===== src/rtl/id_ex_if.sv =====
// id_ex_if: decode-to-execute bus with MEM/WB forwarding sources, ALU operands and debug counters
interface id_ex_if #(
    parameter int XLEN = 32,
    parameter int CNT_W = 16
);
    logic            id_valid;
    logic [XLEN-1:0] id_pc;
    logic [4:0]      id_rs1_addr;
    logic [4:0]      id_rs2_addr;
    logic [4:0]      id_rd_addr;
    logic [XLEN-1:0] id_rs1_data;
    logic [XLEN-1:0] id_rs2_data;
    logic [XLEN-1:0] id_imm;
    logic [4:0]      id_alu_ctrl;
    logic            id_a_sel;
    logic            id_b_sel;
    logic            id_reg_write;
    logic            id_mem_read;
    logic            id_mem_write;
    logic            ex_flush;
    logic            mem_reg_write;
    logic [4:0]      mem_rd_addr;
    logic [XLEN-1:0] mem_result;
    logic            wb_reg_write;
    logic [4:0]      wb_rd_addr;
    logic [XLEN-1:0] wb_result;
    logic            id_stall;
    logic            ex_valid;
    logic [XLEN-1:0] ex_pc;
    logic [4:0]      ex_rd_addr;
    logic [4:0]      ex_alu_ctrl;
    logic [XLEN-1:0] ex_a;
    logic [XLEN-1:0] ex_b;
    logic [XLEN-1:0] ex_store_data;
    logic            ex_reg_write;
    logic            ex_mem_read;
    logic            ex_mem_write;
    logic [CNT_W-1:0] stall_count;
    logic [CNT_W-1:0] flush_count;

    modport master (
        output id_valid, id_pc, id_rs1_addr, id_rs2_addr, id_rd_addr, id_rs1_data, id_rs2_data,
               id_imm, id_alu_ctrl, id_a_sel, id_b_sel, id_reg_write, id_mem_read, id_mem_write,
               ex_flush, mem_reg_write, mem_rd_addr, mem_result, wb_reg_write, wb_rd_addr, wb_result,
        input  id_stall, ex_valid, ex_pc, ex_rd_addr, ex_alu_ctrl, ex_a, ex_b, ex_store_data,
               ex_reg_write, ex_mem_read, ex_mem_write, stall_count, flush_count
    );

    modport slave (
        input  id_valid, id_pc, id_rs1_addr, id_rs2_addr, id_rd_addr, id_rs1_data, id_rs2_data,
               id_imm, id_alu_ctrl, id_a_sel, id_b_sel, id_reg_write, id_mem_read, id_mem_write,
               ex_flush, mem_reg_write, mem_rd_addr, mem_result, wb_reg_write, wb_rd_addr, wb_result,
        output id_stall, ex_valid, ex_pc, ex_rd_addr, ex_alu_ctrl, ex_a, ex_b, ex_store_data,
               ex_reg_write, ex_mem_read, ex_mem_write, stall_count, flush_count
    );
endinterface


===== src/rtl/id_ex_stage.sv =====
// id_ex_stage: ID/EX pipeline register with load-use stall, flush, MEM/WB forwarding and stall/flush counters
module id_ex_stage #(
    parameter int XLEN = 32,
    parameter int CNT_W = 16,
    parameter bit FWD_EN = 1'b1
) (
    input logic clk,
    input logic rst_n,
    id_ex_if.slave bus
);
    logic             v, a_sel, b_sel, rw, mr, mw, stall;
    logic [XLEN-1:0]  pc, rs1_d, rs2_d, imm, rs1_cap, rs2_cap, rs1_fwd, rs2_fwd;
    logic [4:0]       rs1, rs2, rd, ctrl;
    logic [CNT_W-1:0] stall_cnt, flush_cnt;

    function automatic logic hit(input logic we, input logic [4:0] w, input logic [4:0] r);
        return we && w != 5'd0 && w == r;
    endfunction

    always_comb begin
        stall = bus.id_valid && v && mr && rd != 5'd0 && !bus.ex_flush &&
                (rd == bus.id_rs1_addr || rd == bus.id_rs2_addr);
        rs1_cap = hit(bus.wb_reg_write, bus.wb_rd_addr, bus.id_rs1_addr) ? bus.wb_result : bus.id_rs1_data;
        rs2_cap = hit(bus.wb_reg_write, bus.wb_rd_addr, bus.id_rs2_addr) ? bus.wb_result : bus.id_rs2_data;
        rs1_fwd = FWD_EN && hit(bus.mem_reg_write, bus.mem_rd_addr, rs1) ? bus.mem_result :
                  FWD_EN && hit(bus.wb_reg_write, bus.wb_rd_addr, rs1) ? bus.wb_result : rs1_d;
        rs2_fwd = FWD_EN && hit(bus.mem_reg_write, bus.mem_rd_addr, rs2) ? bus.mem_result :
                  FWD_EN && hit(bus.wb_reg_write, bus.wb_rd_addr, rs2) ? bus.wb_result : rs2_d;
    end

    assign bus.id_stall      = stall;
    assign bus.ex_valid      = v;
    assign bus.ex_pc         = pc;
    assign bus.ex_rd_addr    = rd;
    assign bus.ex_alu_ctrl   = ctrl;
    assign bus.ex_a          = a_sel ? pc : rs1_fwd;
    assign bus.ex_b          = b_sel ? imm : rs2_fwd;
    assign bus.ex_store_data = rs2_fwd;
    assign bus.ex_reg_write  = v & rw;
    assign bus.ex_mem_read   = v & mr;
    assign bus.ex_mem_write  = v & mw;
    assign bus.stall_count   = stall_cnt;
    assign bus.flush_count   = flush_cnt;

    always_ff @(posedge clk or negedge rst_n) begin
        if (!rst_n) begin
            v         <= 1'b0;
            pc        <= '0;
            rs1       <= '0;
            rs2       <= '0;
            rd        <= '0;
            rs1_d     <= '0;
            rs2_d     <= '0;
            imm       <= '0;
            ctrl      <= '0;
            a_sel     <= 1'b0;
            b_sel     <= 1'b0;
            rw        <= 1'b0;
            mr        <= 1'b0;
            mw        <= 1'b0;
            stall_cnt <= '0;
            flush_cnt <= '0;
        end else begin
            stall_cnt <= stall_cnt + CNT_W'(stall && !(&stall_cnt));
            flush_cnt <= flush_cnt + CNT_W'(bus.ex_flush && !(&flush_cnt));
            if (bus.ex_flush || stall) begin
                v <= 1'b0;
            end else begin
                v     <= bus.id_valid;
                pc    <= bus.id_pc;
                rs1   <= bus.id_rs1_addr;
                rs2   <= bus.id_rs2_addr;
                rd    <= bus.id_rd_addr;
                rs1_d <= rs1_cap;
                rs2_d <= rs2_cap;
                imm   <= bus.id_imm;
                ctrl  <= bus.id_alu_ctrl;
                a_sel <= bus.id_a_sel;
                b_sel <= bus.id_b_sel;
                rw    <= bus.id_reg_write;
                mr    <= bus.id_mem_read;
                mw    <= bus.id_mem_write;
            end
        end
    end
endmodule

===== src/flat_wrapper.sv =====
// flat-port wrapper written by rule: the top's interface ports become plain ports
module id_ex_stage_flat 
#(
    parameter int XLEN = 32,
    parameter int CNT_W = 16,
    parameter bit FWD_EN = 1'b1
)
  (clk, rst_n, bus_id_valid, bus_id_pc, bus_id_rs1_addr, bus_id_rs2_addr, bus_id_rd_addr, bus_id_rs1_data, bus_id_rs2_data, bus_id_imm, bus_id_alu_ctrl, bus_id_a_sel, bus_id_b_sel, bus_id_reg_write, bus_id_mem_read, bus_id_mem_write, bus_ex_flush, bus_mem_reg_write, bus_mem_rd_addr, bus_mem_result, bus_wb_reg_write, bus_wb_rd_addr, bus_wb_result, bus_id_stall, bus_ex_valid, bus_ex_pc, bus_ex_rd_addr, bus_ex_alu_ctrl, bus_ex_a, bus_ex_b, bus_ex_store_data, bus_ex_reg_write, bus_ex_mem_read, bus_ex_mem_write, bus_stall_count, bus_flush_count);
  id_ex_if #(.XLEN(XLEN), .CNT_W(CNT_W)) bus_i ();
  input logic clk;
  input logic rst_n;
  input wire logic [$bits(bus_i.id_valid)-1:0] bus_id_valid;
  input wire logic [$bits(bus_i.id_pc)-1:0] bus_id_pc;
  input wire logic [$bits(bus_i.id_rs1_addr)-1:0] bus_id_rs1_addr;
  input wire logic [$bits(bus_i.id_rs2_addr)-1:0] bus_id_rs2_addr;
  input wire logic [$bits(bus_i.id_rd_addr)-1:0] bus_id_rd_addr;
  input wire logic [$bits(bus_i.id_rs1_data)-1:0] bus_id_rs1_data;
  input wire logic [$bits(bus_i.id_rs2_data)-1:0] bus_id_rs2_data;
  input wire logic [$bits(bus_i.id_imm)-1:0] bus_id_imm;
  input wire logic [$bits(bus_i.id_alu_ctrl)-1:0] bus_id_alu_ctrl;
  input wire logic [$bits(bus_i.id_a_sel)-1:0] bus_id_a_sel;
  input wire logic [$bits(bus_i.id_b_sel)-1:0] bus_id_b_sel;
  input wire logic [$bits(bus_i.id_reg_write)-1:0] bus_id_reg_write;
  input wire logic [$bits(bus_i.id_mem_read)-1:0] bus_id_mem_read;
  input wire logic [$bits(bus_i.id_mem_write)-1:0] bus_id_mem_write;
  input wire logic [$bits(bus_i.ex_flush)-1:0] bus_ex_flush;
  input wire logic [$bits(bus_i.mem_reg_write)-1:0] bus_mem_reg_write;
  input wire logic [$bits(bus_i.mem_rd_addr)-1:0] bus_mem_rd_addr;
  input wire logic [$bits(bus_i.mem_result)-1:0] bus_mem_result;
  input wire logic [$bits(bus_i.wb_reg_write)-1:0] bus_wb_reg_write;
  input wire logic [$bits(bus_i.wb_rd_addr)-1:0] bus_wb_rd_addr;
  input wire logic [$bits(bus_i.wb_result)-1:0] bus_wb_result;
  output wire logic [$bits(bus_i.id_stall)-1:0] bus_id_stall;
  output wire logic [$bits(bus_i.ex_valid)-1:0] bus_ex_valid;
  output wire logic [$bits(bus_i.ex_pc)-1:0] bus_ex_pc;
  output wire logic [$bits(bus_i.ex_rd_addr)-1:0] bus_ex_rd_addr;
  output wire logic [$bits(bus_i.ex_alu_ctrl)-1:0] bus_ex_alu_ctrl;
  output wire logic [$bits(bus_i.ex_a)-1:0] bus_ex_a;
  output wire logic [$bits(bus_i.ex_b)-1:0] bus_ex_b;
  output wire logic [$bits(bus_i.ex_store_data)-1:0] bus_ex_store_data;
  output wire logic [$bits(bus_i.ex_reg_write)-1:0] bus_ex_reg_write;
  output wire logic [$bits(bus_i.ex_mem_read)-1:0] bus_ex_mem_read;
  output wire logic [$bits(bus_i.ex_mem_write)-1:0] bus_ex_mem_write;
  output wire logic [$bits(bus_i.stall_count)-1:0] bus_stall_count;
  output wire logic [$bits(bus_i.flush_count)-1:0] bus_flush_count;
  assign bus_i.id_valid = bus_id_valid;
  assign bus_i.id_pc = bus_id_pc;
  assign bus_i.id_rs1_addr = bus_id_rs1_addr;
  assign bus_i.id_rs2_addr = bus_id_rs2_addr;
  assign bus_i.id_rd_addr = bus_id_rd_addr;
  assign bus_i.id_rs1_data = bus_id_rs1_data;
  assign bus_i.id_rs2_data = bus_id_rs2_data;
  assign bus_i.id_imm = bus_id_imm;
  assign bus_i.id_alu_ctrl = bus_id_alu_ctrl;
  assign bus_i.id_a_sel = bus_id_a_sel;
  assign bus_i.id_b_sel = bus_id_b_sel;
  assign bus_i.id_reg_write = bus_id_reg_write;
  assign bus_i.id_mem_read = bus_id_mem_read;
  assign bus_i.id_mem_write = bus_id_mem_write;
  assign bus_i.ex_flush = bus_ex_flush;
  assign bus_i.mem_reg_write = bus_mem_reg_write;
  assign bus_i.mem_rd_addr = bus_mem_rd_addr;
  assign bus_i.mem_result = bus_mem_result;
  assign bus_i.wb_reg_write = bus_wb_reg_write;
  assign bus_i.wb_rd_addr = bus_wb_rd_addr;
  assign bus_i.wb_result = bus_wb_result;
  assign bus_id_stall = bus_i.id_stall;
  assign bus_ex_valid = bus_i.ex_valid;
  assign bus_ex_pc = bus_i.ex_pc;
  assign bus_ex_rd_addr = bus_i.ex_rd_addr;
  assign bus_ex_alu_ctrl = bus_i.ex_alu_ctrl;
  assign bus_ex_a = bus_i.ex_a;
  assign bus_ex_b = bus_i.ex_b;
  assign bus_ex_store_data = bus_i.ex_store_data;
  assign bus_ex_reg_write = bus_i.ex_reg_write;
  assign bus_ex_mem_read = bus_i.ex_mem_read;
  assign bus_ex_mem_write = bus_i.ex_mem_write;
  assign bus_stall_count = bus_i.stall_count;
  assign bus_flush_count = bus_i.flush_count;
  id_ex_stage #(.XLEN(XLEN), .CNT_W(CNT_W), .FWD_EN(FWD_EN)) u_core (.clk(clk), .rst_n(rst_n), .bus(bus_i));
endmodule

===== config.mk =====
export PLATFORM = sky130hd
export DESIGN_NAME = id_ex_stage_flat
export DESIGN_NICKNAME = d
export VERILOG_FILES = /design/src/rtl/id_ex_if.sv /design/src/rtl/id_ex_stage.sv /design/src/flat_wrapper.sv
export SDC_FILE = /design/constraint.sdc
export NUM_CORES = 1
export LEC_CHECK = 0
export BUFFER_PORTS_ARGS = -buffer_cell sky130_fd_sc_hd__buf_2
export CAP_MARGIN = 0
export CORE_ASPECT_RATIO = 0.7
export CORE_MARGIN = 3
export CORE_UTILIZATION = 46
export DETAILED_ROUTE_END_ITERATION = 16
export MAX_ROUTING_LAYER = met4
export PLACE_DENSITY = 0.85
export REMOVE_ABC_BUFFERS = 1
export SYNTH_ARGS = -nofsm -noshare
export SYNTH_HDL_FRONTEND = slang
export SYNTH_SLANG_ARGS = --single-unit

===== constraint.sdc =====
create_clock -name clk -period 2.9 [get_ports clk]
set_input_delay 0.58 -clock clk [delete_from_list [all_inputs] [get_ports clk]]
set_output_delay 0.58 -clock clk [all_outputs]
set_load 0.02 [all_outputs]

**Word level (Yosys, flattened, before mapping)**

Cells that the tools add are included.

- Add/sub/neg operators: 2
- Mux-type cells: 9
- Equality and inequality tests: 8
- Reduce and logical (&&, ||, !) cells: 25
- Bitwise gates (word level): 3

Operators by type and width:

| kind | number |
|---|---|
| $mux 32 | 8 |
| $eq 5x5->1 | 8 |
| $add 16x1->16 | 2 |
| $reduce_and 16->1 | 2 |
| $logic_and 1x1->1 | 15 |
| $reduce_bool 5->1 | 3 |
| $and 1x1->1 | 3 |
| $logic_not 1->1 | 3 |
| $logic_or 1x1->1 | 2 |
| $mux 1 | 1 |

- Output and inout port bits: 175
- Register bits: 186
- Input bits: 233

**Logic depth before layout (Yosys ltp)**

- Word-level depth: 7
- Depth in mapped cells: 10

**Worst setup path before layout**

No wires, ideal clock.

- Path kind: input -> output
- From: in bus_wb_rd_addr[3]
- To: out bus_ex_b[10]
- Arrival time: 2.622 ns
- Path slack: -0.302 ns
- Cell stages on the path: 8
- Required time: 2.320 ns
- Cells stage by stage: buf_2 > or4_1 > o21a_1 > buf_6 > nand4_1 > buf_4 > mux2i_1 > a221oi_1

- Word-level cells in the longest chain between the ends: 6

Ends and longest elaborated chain:

| what | RTL line | text |
|---|---|---|
| start: declaration | flat_wrapper.sv:31 | `input wire logic [$bits(bus_i.wb_rd_addr)-1:0] bus_wb_rd_addr;` |
| $reduce_bool 5->1 | id_ex_stage.sv:17 | `return we && w != 5'd0 && w == r;` |
| $logic_and 1x1->1 | id_ex_stage.sv:17 |  |
| $logic_and 1x1->1 (*) | id_ex_stage.sv:17 |  |
| $mux 32 (*) | id_ex_stage.sv:28 | `FWD_EN && hit(bus.wb_reg_write, bus.wb_rd_addr, rs2) ? bus.wb_result : rs2_d;` |
| $mux 32 (*) | id_ex_stage.sv:27 | `rs2_fwd = FWD_EN && hit(bus.mem_reg_write, bus.mem_rd_addr, rs2) ? bus.mem_result :` |
| $mux 32 (*) | id_ex_stage.sv:37 | `assign bus.ex_b = b_sel ? imm : rs2_fwd;` |
| end: declaration | flat_wrapper.sv:39 | `output wire logic [$bits(bus_i.ex_b)-1:0] bus_ex_b;` |

Every way passes the cells marked *; elsewhere a longest branch is shown, timed or not.

**Worst setup path after layout**

- From: in bus_wb_rd_addr[3]
- To: out bus_ex_b[28]

Same word-level chain as after synthesis.

==> impl_results.md <==
- Status: finished with violations
- Failing checks: setup timing
- Synthesized area: 11000 µm²
- Die area: 25700 µm²
- Worst setup EP type: output port
- Drt pass-1 iters: 5
- Initial antenna violation count: 3
- Post-synthesis xor/xnor area fraction: 5.44%
- Synth Area in Adders: 0.571%
- Die width: 190 µm
- DR iter-0 viols: 901
- Root Driver: clkbuf_16
- Worst min-delay path class: in -> async
- Grt peak-use layer: met2
- Post-Synthesis Cells: 1029
- Fin worst setup slack: -0.284 ns
- Avg Synthesized Cell Area: 10.6 µm²
- CP Max Fanout: 5
- GPL Wtd Cong: 0.906
- Largest family of logic cells by synthesized area: multiplexers
- RR Endpoint: u_core.bus.stall_count[13]
- Post-synth ARST share: 100%
- WL final: 42800 µm
- Clock-pin slew on the worst setup and hold paths: 0.07 ns
- RSZ-0062 raised after global routing: true
- Critical Path RT: 2.32 ns
- H-Tree Depth: 4
- Clock tree from TritonCTS: done
- Placed Instances: 1728
- GR Util met1: 38.7%
- Min Tclk post-route: 3.18 ns
- TritonCTS buffer count: 17
- DR WL/cell: 24.1 µm
- Global Route Usage Sum: 31.7%
- Max Root-Sink Buffers: 2
- Non-filler cells, final: 1778
- GRT overflow: 0
- Die Y: 135 µm
- IO Count: 408
- First-pass GRT wire length: 61200 µm
- FF-to-FF path depth: 10
- Share of cells above drive strength 1: 57.2%
- Slowest cell on the critical path: or4_1
- Simple-Gate Fraction of Synth Area: 8.48%
- Dpl hpwl: 27200 µm
- Met2 usage: 52.9%
- Main flop type after synthesis: dfrtp_1
- Largest net degree at the start of global routing: 64
- Nets: 1689
- Crit start category: input port
- Post-synth EDFFs: 0
- Cell taking the most area after synthesis: dfrtp_1
- Mux share of post-synthesis cell area: 26.6%
- Cell Chain, Critical Path: buf_6 > or4_1 > o21a_2 > nand4_1 > buf_6 > buf_8 > buf_8 > mux2i_2 > a221oi_1 > buf_2
- Synthesized flop and latch total: 186
- Largest cells by area after synthesis: dfrtp_1 43%, mux2_2 9.6%, mux2i_1 8.8%
- # DRC: 0
- Min Hold Slack: 0.137 ns
- Worst EP arrival: 2.60 ns
- Worst-Skew Late Latency: 0.43 ns
- CORE AREA: 23000 µm²
- Seq/Total Area, Yosys: 42.5%
- Kind of critical path: in -> out
- Vias in the first global route: 10781
- Leakage Power: 7.51 nW
- Setup violators final: 96
- Layout area overhead: 48.0%
- Avg Vias per Cell: 5.94
- Highest Clock Rate: 0.314 GHz
- Power Dens Cells: 527 nW/µm²
- Yosys warns: 0
- Via count: 10566
- Peak VDD IR: 0.444 mV
- Final hold violation count: 0
- Total power: 8.55 mW
- Slew margin rel.: 48.0%
- DRT antenna net count: 0
- Initial Util: 47.6%
- M3 GR Usage: 6.49%
- R2R Setup Slk: 0.27 ns
- CTS Sinks: 186
- IO Port Bufs: 407
- Fin crit share: 110%
- Pins Over Slew Limit: 0
- DP Worst Slack: -0.361 ns
- Worst clock skew: 0.00980 ns
- Max-cap viol count: 0
- Distinct cells, synth: 36
- Largest stage delay on the critical path: 0.53 ns
- Fillcell total: 1515
- Synth Area in Compound Gates: 10.8%
- Rows: 46
- R2R Path Start: u_core.bus.ex_rd_addr[0]
- Worst-Margin Slew: 0.779 ns
- Area share of the largest cell type after synthesis: 42.5%
## metrics by stage
step	util, %	setup TNS, ns	cell area [µm²]
2_1_floorplan	-	-1363.65	10600
3_3_place_gp	59.8	-12.58	13800
3_5_place_dp	59.8	-14.30	13800
4_1_cts	67.7	-15.60	15600
5_1_grt	70.4	-22.15	16200
6_report	70.4	-17.60	16200
## layout make-up
class,instances,area [µm²],share of cell area [%]
Clock inverter,11,180,1.11
Tap cell,312,390,2.41
Multi-Input combinational cell,696,6960,42.9
Antenna cell,2,5.00,0.0309
Clock buffer,21,470,2.90
Inverter,67,251,1.55
Timing Repair Buffer,483,3300,20.4
Sequential cell,186,4660,28.7
## metal layers
layer  part of all wire [%]  vias up  wire (µm)
li1                       -     4540          -
met1                     38     5232      16500
met2                     49      659      21100
met3                    8.7      135       3720
met4                    3.6        0       1530
met5                      0        -          0
## kinds of logic after synthesis
kind of cell / count (synthesis)
buffers and inverters: 147
xor gates and xnor gates: 68
AOI/OAI and AO/OA: 168
muxes: 249
and+or+nand+nor: 206
adders and majority gates: 5
DFF: 186
## state kept, by name, indices dropped and copies added (netlist names), 5 cells and up
name and count:
u_core.bus.ex_pc 32, u_core.imm 32, u_core.rs1_d 32, u_core.rs2_d 32, u_core.bus.flush_count 16, u_core.bus.stall_count 16
u_core.bus.ex_alu_ctrl 5, u_core.bus.ex_rd_addr 5, u_core.rs1 5, u_core.rs2 5
## what timing repair did
action	4_1_cts	5_1_grt
gates cloned	7	1
endpoints found under the setup margin	96	96
buffers inserted	11	3
pin swaps	87	37
hold buffers	0	0
gates resized for setup	184	134
## Yosys cell counts, drive strengths merged, types with 3 or more instances
library cell,n
clkbuf,56
xnor2,40
dfrtp,186
a211oi,33
a31oi,33
nand4,9
mux2,153
ha,5
nand2,47
nor2,77
nand3,15
a21oi,33
inv,67
a221oi,32
and3,6
and2,3
o31ai,32
xor2,28
nor3,39
mux2i,96
buf,24
and4,4
## worst max path at each step
| stage | startpoint | endpoint | depth (start not counted) | slack [ns] |
|---|---|---|---|---|
| detailed placement | bus_wb_rd_addr[0] | bus_ex_b[4] | 8 | -0.36 |
| global placement | bus_wb_rd_addr[0] | bus_ex_b[4] | 8 | -0.33 |
| floorplan | bus_id_rs1_addr[4] | u_core.a_sel | 5 | -8.07 |
| finish | bus_wb_rd_addr[3] | bus_ex_b[28] | 10 | -0.28 |
| global route | bus_wb_rd_addr[3] | bus_ex_b[28] | 10 | -0.32 |
| CTS | bus_wb_rd_addr[4] | bus_ex_b[0] | 11 | -0.25 |
## critical path, delay by kind of cell
family	cells	cell delay, ns
multiplexers	1	0.08
AO/OA/AOI/OAI	2	0.52
AND/OR/NAND/NOR	2	0.63
buffers and inverters	5	0.78
## layout by cell type, fill, tap and decap left out, types with 47 or more instances in the layout
master	count
buf_4	79
mux2_4	60
inv_1	67
buf_2	347
mux2i_1	64
mux2_2	93
nand2_1	47
nor2_1	73
dfrtp_1	182
## report_power, final
part / total, mW / switching [mW] / internal [mW] / leakage, nW
registers: 3.14 / 0.276 / 2.87 / 2.23
clock network: 2.64 / 1.11 / 1.53 / 0.315
logic: 2.77 / 1.53 / 1.24 / 4.97
total: 8.55 / 2.92 / 5.64 / 7.51
Power figures use the tool's default switching activity.
